## src/rtl/pc_sequencer.sv

```systemverilog
// pc_sequencer: program-counter sequencer.
// Owns prog_ctr, steps it once per retired instruction, resolves conditional
// absolute branches via the combinational lookup table with no delay slots,
// runs the start/done handshake and stops when HALT_PC is reached.
module pc_sequencer #(
  parameter int D        = 12,
  parameter int START_PC = 0,
  parameter int HALT_PC  = 511
) (
  input  logic         clk,
  input  logic         reset_n,
  input  logic         start,
  input  logic         stall,
  input  logic         branch_en,
  input  logic         cond,
  input  logic [4:0]   lut_idx,
  output logic [4:0]   lut_addr,
  input  logic [D-1:0] lut_target,
  output logic [D-1:0] prog_ctr,
  output logic         done,
  output logic [15:0]  instr_cnt
);

  localparam logic [D-1:0] START_V = D'(START_PC);
  localparam logic [D-1:0] HALT_V  = D'(HALT_PC);
  localparam logic [15:0]  CNT_MAX = 16'hFFFF;

  typedef enum logic [1:0] {
    IDLE = 2'd0,
    RUN  = 2'd1,
    DONE = 2'd2
  } state_t;

  state_t       state, state_nx;
  logic [D-1:0] pc_nx;
  logic [D-1:0] pc_adv;
  logic [15:0]  cnt_nx;
  logic [15:0]  cnt_inc;
  logic         done_nx;
  logic         taken;

  // Table address is a straight wire; the target comes back the same cycle.
  assign lut_addr = lut_idx;

  // Candidate next PC for an unstalled RUN cycle: taken branch wins over
  // sequential step; the sequential step wraps naturally at 2^D.
  always_comb begin
    taken  = branch_en & cond;
    pc_adv = taken ? lut_target : prog_ctr + {{(D-1){1'b0}}, 1'b1};
  end

  // Saturating retire count.
  always_comb begin
    cnt_inc = (instr_cnt == CNT_MAX) ? instr_cnt : instr_cnt + 16'd1;
  end

  // State register plus the architectural registers.
  always_ff @(posedge clk or negedge reset_n) begin
    if (!reset_n) begin
      state     <= IDLE;
      prog_ctr  <= START_V;
      done      <= 1'b0;
      instr_cnt <= 16'd0;
    end else begin
      state     <= state_nx;
      prog_ctr  <= pc_nx;
      done      <= done_nx;
      instr_cnt <= cnt_nx;
    end
  end

  // Next-state and next-register logic; everything holds unless a state
  // explicitly changes it.
  always_comb begin
    state_nx = state;
    pc_nx    = prog_ctr;
    done_nx  = done;
    cnt_nx   = instr_cnt;
    unique case (state)
      IDLE, DONE: begin
        // A restart from DONE looks exactly like a start from IDLE.
        if (start) begin
          state_nx = RUN;
          pc_nx    = START_V;
          done_nx  = 1'b0;
          cnt_nx   = 16'd0;
        end
      end
      RUN: begin
        // start is ignored here; stall freezes PC and count together.
        if (!stall) begin
          pc_nx  = pc_adv;
          cnt_nx = cnt_inc;
          // Halt on arrival only, whether sequential or branched.
          if (pc_adv == HALT_V) begin
            state_nx = DONE;
            done_nx  = 1'b1;
          end
        end
      end
      default: begin
        state_nx = IDLE;
        pc_nx    = START_V;
        done_nx  = 1'b0;
        cnt_nx   = 16'd0;
      end
    endcase
  end

endmodule

```

## config.mk

```make
export PLATFORM = sky130hd
export DESIGN_NAME = pc_sequencer
export DESIGN_NICKNAME = d
export VERILOG_FILES = /design/src/rtl/pc_sequencer.sv
export SDC_FILE = /design/constraint.sdc
export NUM_CORES = 1
export LEC_CHECK = 0
export BUFFER_PORTS_ARGS = -buffer_cell sky130_fd_sc_hd__buf_2
export CORE_UTILIZATION = 42
export CTS_CLUSTER_DIAMETER = 30
export DETAILED_ROUTE_END_ITERATION = 7
export PLACE_DENSITY = 0.73
export SYNTH_ARGS = -nofsm -noshare
export SYNTH_HDL_FRONTEND = slang
export SYNTH_SLANG_ARGS = --single-unit
```

## constraint.sdc

```tcl
create_clock -name clk -period 2.1 [get_ports clk]
set_clock_uncertainty 0.1 [all_clocks]
set_input_delay 0.21 -clock clk [delete_from_list [all_inputs] [get_ports clk]]
set_output_delay 0.21 -clock clk [all_outputs]
set_load 0.05 [all_outputs]
```

==> results of run 1 <==
[worst paths after layout]
kind / startpoint / to / slack, ns / cells past startpoint
setup reg to reg: prog_ctr[0] / state[0] / 0.10 / 7
min in group asynchronous: reset_n / instr_cnt[4] / 0.42 / 2
hold reg to reg: instr_cnt[0] / instr_cnt[0] / 0.44 / 1
setup / recovery: prog_ctr[0] / state[0] / 0.10 / 7
hold / removal: lut_target[7] / prog_ctr[7] / 0.11 / 3
max in group asynchronous: reset_n / prog_ctr[5] / 0.99 / 2
[tightest hold or removal path, stage by stage]
cell                      delay, ns
sky130_fd_sc_hd__buf_2         0.09
sky130_fd_sc_hd__a21oi_1       0.06
sky130_fd_sc_hd__o21ai_1       0.10
[metrics by stage]
step	power (mW)	worst slack (ns)	utilization, %
floorplan	1.30	0.0372	-
finish	2.20	0.100	56.3
global route	2.32	0.00295	56.3
CTS	2.21	0.0765	56.0
detailed placement	1.47	0.124	52.3
global placement	1.45	0.183	52.3
[cells in the final DEF (no fill, tap or decap), drive strengths merged, types with 3 or more instances in the layout]
cell,n
a21o,3
a21oi,8
and3,4
buf,53
clkbuf,6
dfrtp,30
inv,5
nand2,27
nand3,14
nand4,6
nor2,28
nor3,9
o21ai,22
o22ai,3
xnor2,5
xor2,13
[per-layer routing]
metal  global-route usage, %  wire length, um  up-vias
met4                    12.2               85        0
met1                    30.0             2210      842
li1                        -                -      868
met2                    31.9             2110       57
met3                    3.62              281        7
met5                       0                0        -
[cell families (layout without fill, tap and decap cells)]
family | count (synthesis) | in the layout | synth area share [%]
simple gates | 101 | 101 | 28.0
fa+ha+maj | 2 | 2 | 1.33
mux | 2 | 2 | 1.07
xor+xnor | 18 | 18 | 8.40
flops | 30 | 30 | 40.0
buf+inv | 16 | 67 | 4.40
compound gates | 48 | 48 | 16.8
[flip-flops by register name, summed over array words and instances (netlist names)]
signal	count
prog_ctr	12
instr_cnt	16
done	1
state	1
[timing repair]
item | in CTS | in global routing
setup endpoints to repair | 0 | 2
endpoints found under the hold margin | 30 | 0
resized for setup | 0 | 3
hold buffers | 1 | 0
[cell type report]
| cell class | instances | area [um^2] | share of cell area [%] |
|---|---|---|---|
| well taps | 50 | 62.6 | 2.68 |
| multi-input cells | 171 | 1060 | 45.3 |
| inverters | 5 | 18.8 | 0.804 |
| clock buffers | 6 | 82.6 | 3.54 |
| repair buffers | 54 | 293 | 12.5 |
| clock inverters | 2 | 60.1 | 2.57 |
| flip-flops and latches | 30 | 761 | 32.6 |
[where the power goes]
part / internal, mW / switching [mW]
sequential: 0.660 / 0.124
combinational: 0.194 / 0.490
clock: 0.506 / 0.229
total: 1.36 / 0.844
==> summary.txt, run 1 <==
Outcome
  – Run status: complete, no violations

Routing
  – First-pass detailed-route iteration total: 4
  – Antenna viol nets, final: 0
  – Total wire length after detailed routing: 4690 um
  – Starting DRC count in detailed routing: between 90 and 100
  – Post-route DRC violation count: 0
  – Routed WL per cell: 14.7 um
  – Vias per std cell: 5.58
  – Via count: 1774

Yosys
  – Gate count of the mapped netlist: around 220
  – Count of flip-flops with a built-in enable after synthesis: 0
  – Register area share after synthesis: around two fifths
  – Post-synth top area share: 40.0%
  – Synthesized area: 1880 um^2
  – Synth Warn #: 0
  – Main area contributors after synthesis: sky130_fd_sc_hd__dfrtp_1 (40%), sky130_fd_sc_hd__xor2_1 (6.1%), sky130_fd_sc_hd__nor2_1 (5.6%), sky130_fd_sc_hd__nand2_1 (5.4%), sky130_fd_sc_hd__o21ai_0 (3.7%)
  – Synthesized area per cell: slightly below 9 um^2
  – Cell with the most instances after synthesis: sky130_fd_sc_hd__dfrtp_1
  – Ys flop type: sky130_fd_sc_hd__dfrtp_1
  – Top cells by instance count after synthesis: sky130_fd_sc_hd__dfrtp_1 (30), sky130_fd_sc_hd__nor2_1 (28), sky130_fd_sc_hd__nand2_1 (27)
  – Ys async rst share: 100%
  – Biggest area consumer among synthesized cells: sky130_fd_sc_hd__dfrtp_1
  – Syn Nets: between 200 and 250
  – Total of flip-flops plus latches after synthesis: 30
  – Library cells used by synthesis: 44

STA
  – Total negative slack: 0 ns
  – Setup repair after global routing missed its margin: false
  – Tmin final: approximately 2 ns
  – Final Max Slew Viols: 0
  – Max frequency: 0.500 GHz
  – Final period utilization: about 95%
  – Final setup violation count: 0
  – Worst Tran Pin Value: roughly 0.70 ns
  – Hold Fails Final Rpt: 0
  – Worst Hold Slack: 0.108 ns
  – Tightest slew margin relative to the limit: 53.5%

Setup path
  – Crit start category: flop
  – Type of element capturing the critical path: flop
  – CP cell instances: ha_2 -> nand3_2 -> or3_1 -> nand3_1 -> nand3_1 -> nor4b_4 -> o22ai_1
  – Crit path kind: flop to flop
  – Crit path max-delay cell type: sky130_fd_sc_hd__dfrtp_2
  – Worst path buffer plus inverter count: 0
  – Delay contributed by the slowest stage of the critical path: 0.44 ns
  – Worst path top cell family by delay: simple AND/OR/NAND/NOR gates
  – Data arrival time of the critical path: 2.05 ns
  – Cell seen most often among critical-path stages: sky130_fd_sc_hd__nand3_1
  – Max FO, Critical Path: 7
  – WP data required: 2.15 ns

Floorplan
  – Total Die Area: 4740 um^2
  – Floorplan row count: 23
  – Die width: 68.8 um
  – Initial Utilization: between 40 and 50%
  – Core outline area: 4140 um^2
  – IO Pins: 57
  – Die height: 68.8 um

Flow run
  – Reported max-cap violation count: 0

Clock network
  – Num CTS Buffers: 5
  – Post CTS Setup Buffer Count: 0
  – TritonCTS sink count: 30
  – CTS max path bufs: 2
  – TritonCTS clock tree: done
  – CTS root buffer: sky130_fd_sc_hd__clkbuf_8
  – CTS HTree Levels: 2
  – Clock-pin slew on the worst setup and hold paths: about 0.070 ns
  – Clock insertion delay at the later pin of the skew report: 0.29 ns

Place
  – Detailed placer's ending HPWL: 3410 um
  – Dpl cell area: 2170 um^2
  – Placed insts: 309
  – Buffers added on ports: 46
  – Weighted congestion at the end of routability-driven global placement: 0.879

Global routing
  – Number of antenna violations at the first check in global routing: 0
  – Remaining Overflow, GRT: 0
  – Vias in the first global route: 1624
  – Overall Global Routing Usage: 21.7%
  – Global-route wire length before repair: 7530 um
  – Pin count of the biggest net entering global routing: 31

Power and ir drop
  – Static leakage: roughly 1.1 nW
  – Power density over cell area: 944 nW/um^2
  – Worst supply voltage drop on vdd: 495 uV

Layout
  – Post-layout instance count excluding filler cells: 318
  – Post-route cell area: about 2300 um^2
  – Synth-to-Final Area Change: 24.4%
  – Antenna Cells: 0
  – Final net count: between 200 and 300
  – Fill cell instance count of the final layout: 399
  – Share of layout cells above drive strength 1: a little under a third

Min path
  – Class of the worst hold path: primary input to flop
(Power assumes the default switching activity.)
==> inputs of run 2 (changes only) <==
--- a/config.mk
+++ b/config.mk
@@ -6,10 +6,10 @@
 export NUM_CORES = 1
 export LEC_CHECK = 0
 export BUFFER_PORTS_ARGS = -buffer_cell sky130_fd_sc_hd__buf_2
-export CORE_UTILIZATION = 42
+export CORE_UTILIZATION = 51
 export CTS_CLUSTER_DIAMETER = 30
 export DETAILED_ROUTE_END_ITERATION = 7
-export PLACE_DENSITY = 0.73
+export PLACE_DENSITY = 0.85
 export SYNTH_ARGS = -nofsm -noshare
 export SYNTH_HDL_FRONTEND = slang
 export SYNTH_SLANG_ARGS = --single-unit
==> run 2 against run 1 <==
  * Non-clock buffer count is 1 higher
  * Critical endpoint unchanged
  * Critical path type unchanged
  * Final area shrank 1.1%
  * Power shrank 6.8%
  * Sequential cell count is the same
  * Die area down 17%
  * Highest routed layer unchanged
==> summary.txt, run 2 (synthesized netlist as in run 1, its figures left out) <==
Global routing
  – Vias in the first global route: 1710 (was 1624)
  – Pin count of the biggest net entering global routing: 31 (unchanged)
  – Remaining Overflow, GRT: 0 (unchanged)
  – Global-route wire length before repair: 7920 um (was 7530 um)
  – Overall Global Routing Usage: 25.2% (was 21.7%)
  – Number of antenna violations at the first check in global routing: 0 (unchanged)

Routing
  – Routed WL per cell: 14.3 um (was 14.7 um)
  – Vias per std cell: 5.63 (was 5.58)
  – Antenna viol nets, final: 0 (unchanged)
  – Total wire length after detailed routing: 4490 um (was 4690 um)
  – Starting DRC count in detailed routing: 130 (was 98)
  – Post-route DRC violation count: 0 (unchanged)
  – Via count: 1773 (was 1774)
  – First-pass detailed-route iteration total: 4 (unchanged)

Power and ir drop
  – Comb pwr share: 34.2% (was 31.0%)
  – Switching power: 836 uW (was 844 uW)
  – Switching share of power: 40.7% (was 38.3%)
  – Worst supply voltage drop on vdd: 396 uV (was 495 uV)
  – Part of the total power dissipated in sequential elements: 38.4% (was 35.6%)
  – Relative contribution of the clock network to total power: 27.4% (was 33.4%)
  – Internal Pwr Total: 1.22 mW (was 1.36 mW)
  – Power density over cell area: 889 nW/um^2 (was 944 nW/um^2)
  – Static leakage: 1.07 nW (was 1.09 nW)

Outcome
  – Run status: complete, no violations (unchanged)

Setup path
  – CP cell instances: ha_4 -> nand3_4 -> or3_1 -> nand3_1 -> nand3_1 -> nor4b_2 -> o22ai_1 (was ha_2 -> nand3_2 -> or3_1 -> nand3_1 -> nand3_1 -> nor4b_4 -> o22ai_1)
  – Cell seen most often among critical-path stages: sky130_fd_sc_hd__nand3_1 (unchanged)
  – Delay contributed by the slowest stage of the critical path: 0.45 ns (was 0.44 ns)
  – Max FO, Critical Path: 8 (was 7)
  – WP data required: 2.14 ns (was 2.15 ns)
  – Crit path max-delay cell type: sky130_fd_sc_hd__dfrtp_2 (unchanged)
  – Data arrival time of the critical path: 1.98 ns (was 2.05 ns)
  – Type of element capturing the critical path: flop (unchanged)
  – Crit path kind: flop to flop (unchanged)
  – Crit start category: flop (unchanged)

Layout
  – Post-layout instance count excluding filler cells: 315 (was 318)
  – Synth-to-Final Area Change: 23.1% (was 24.4%)
  – Share of layout cells above drive strength 1: 30.9% (was 31.0%)
  – Most common cell after layout, fill and taps aside: sky130_fd_sc_hd__buf_2 (unchanged)
  – Number of flip-flops under the largest register name: 16 (unchanged)
  – Largest reg by FF count: instr_cnt (unchanged)
  – Top Registers: instr_cnt (16), prog_ctr (12) (unchanged)
  – Antenna Cells: 0 (unchanged)
  – Most frequent cells in the layout: sky130_fd_sc_hd__buf_2 (46), sky130_fd_sc_hd__nor2_1 (28), sky130_fd_sc_hd__nand2_1 (27) (was sky130_fd_sc_hd__buf_2 (46), sky130_fd_sc_hd__nor2_1 (27), sky130_fd_sc_hd__nand2_1 (27))
  – Final net count: 293 (was 292)
  – Post-route cell area: 2310 um^2 (was 2330 um^2)

Floorplan
  – Die width: 62.7 um (was 68.8 um)
  – Total Die Area: 3930 um^2 (was 4740 um^2)
  – Core outline area: 3440 um^2 (was 4140 um^2)
  – Initial Utilization: 54.5% (was 45.3%)
  – Floorplan row count: 21 (was 23)
  – Die height: 62.7 um (was 68.8 um)
  – IO Pins: 57 (unchanged)

STA
  – Final period utilization: 92.5% (was 95.2%)
  – Total negative slack: 0 ns (unchanged)
  – Hold Fails Final Rpt: 0 (unchanged)
  – Final setup violation count: 0 (unchanged)
  – Max frequency: 0.515 GHz (was 0.500 GHz)
  – Setup repair after global routing missed its margin: false (unchanged)
  – Worst Tran Pin Value: 0.678 ns (was 0.698 ns)
  – Tmin final: 1.94 ns (was 2.00 ns)
  – Tightest slew margin relative to the limit: 54.8% (was 53.5%)
  – Final Max Slew Viols: 0 (unchanged)

Clock network
  – TritonCTS clock tree: done (unchanged)
  – Clock-pin slew on the worst setup and hold paths: 0.07 ns (about the same)
  – Clock insertion delay at the later pin of the skew report: 0.27 ns (was 0.29 ns)
  – TritonCTS sink count: 30 (unchanged)
  – CTS HTree Levels: 2 (unchanged)
  – CTS root buffer: sky130_fd_sc_hd__clkbuf_8 (unchanged)
  – CTS max path bufs: 2 (unchanged)
  – Num CTS Buffers: 5 (unchanged)

Place
  – Buffers added on ports: 46 (unchanged)
  – Dpl cell area: 2160 um^2 (was 2170 um^2)
  – Weighted congestion at the end of routability-driven global placement: 0.879 (about the same)
  – Detailed placer's ending HPWL: 3270 um (was 3410 um)
  – Placed insts: 305 (was 309)

Min path
  – Class of the worst hold path: primary input to flop (unchanged)

Flow run
  – Reported max-cap violation count: 0 (unchanged)
run 2: cell count changes in the layout (fill, tap and decap cells not counted), sizes merged:
cell    before  now
clkbuf       6    5
bufinv       2    1
buf         53   54
clkinv       0    2
run 2: critical path, delay by kind of cell (launching register included):
kind,cells,cell delay (ns)
AND/OR/NAND/NOR,5,0.94
flip-flops,1,0.45
AO/OA/AOI/OAI,1,0.12
adder cells (fa/ha/maj),1,0.20
run 2: layer usage:
layer	track usage, %	wire length (um)	part of all wire [%]
met4	6.10	36	0.80
met2	37.8	2070	46
met3	5.84	286	6.4
met5	0	0	0
met1	36.7	2100	47
run 2: power groups by stage:
stage	sequential, mW	combinational [mW]	clock (mW)
2_1_floorplan	1.04	0.259	0
3_3_place_gp	0.783	0.668	0
6_report	0.788	0.703	0.563
3_5_place_dp	0.791	0.677	0
5_1_grt	0.808	0.763	0.594
4_1_cts	0.779	0.680	0.570
run 2: repair_timing:
action	in CTS	in global routing
hold buffers	1	0
endpoints found under the hold margin	30	0
gates resized for setup	0	3
setup buffers	0	1
endpoints found under the setup margin	0	2
run 2: area by class of cell:
cell class / instances / area (um^2)
tap: 46 / 57.6
timing repair buffer: 55 / 300
multi-input combinational: 171 / 1060
clock inverter: 3 / 40.0
sequential: 30 / 761
inverter: 5 / 18.8
fill: 282 / 1130
clock buffer: 5 / 68.8
run 2: final timing paths:
path / start / cells after the start / slack, ns / endpoint
worst max-delay path: prog_ctr[0] / 7 / 0.16 / state[0]
worst min-delay path: start / 3 / 0.13 / state[0]
worst max register to register: prog_ctr[0] / 7 / 0.16 / state[0]
worst min register to register: prog_ctr[11] / 2 / 0.43 / prog_ctr[11]
max in group asynchronous: reset_n / 2 / 1.01 / prog_ctr[6]
min in group asynchronous: reset_n / 2 / 0.41 / instr_cnt[5]
run 2: metrics by stage:
| step | total power, mW | hold slack, ns | util [%] | setup WS (ns) |
|---|---|---|---|---|
| final | 2.05 | 0.128 | 67.1 | 0.157 |
| after global routing | 2.17 | 0.145 | 67.1 | 0.0170 |
| after CTS | 2.03 | 0.118 | 66.3 | 0.0697 |
| after detailed placement | 1.47 | 0.186 | 62.8 | 0.0787 |
| after global placement | 1.45 | 0.178 | 62.8 | 0.148 |
| after floorplan | 1.30 | -0.186 | - | 0.0372 |
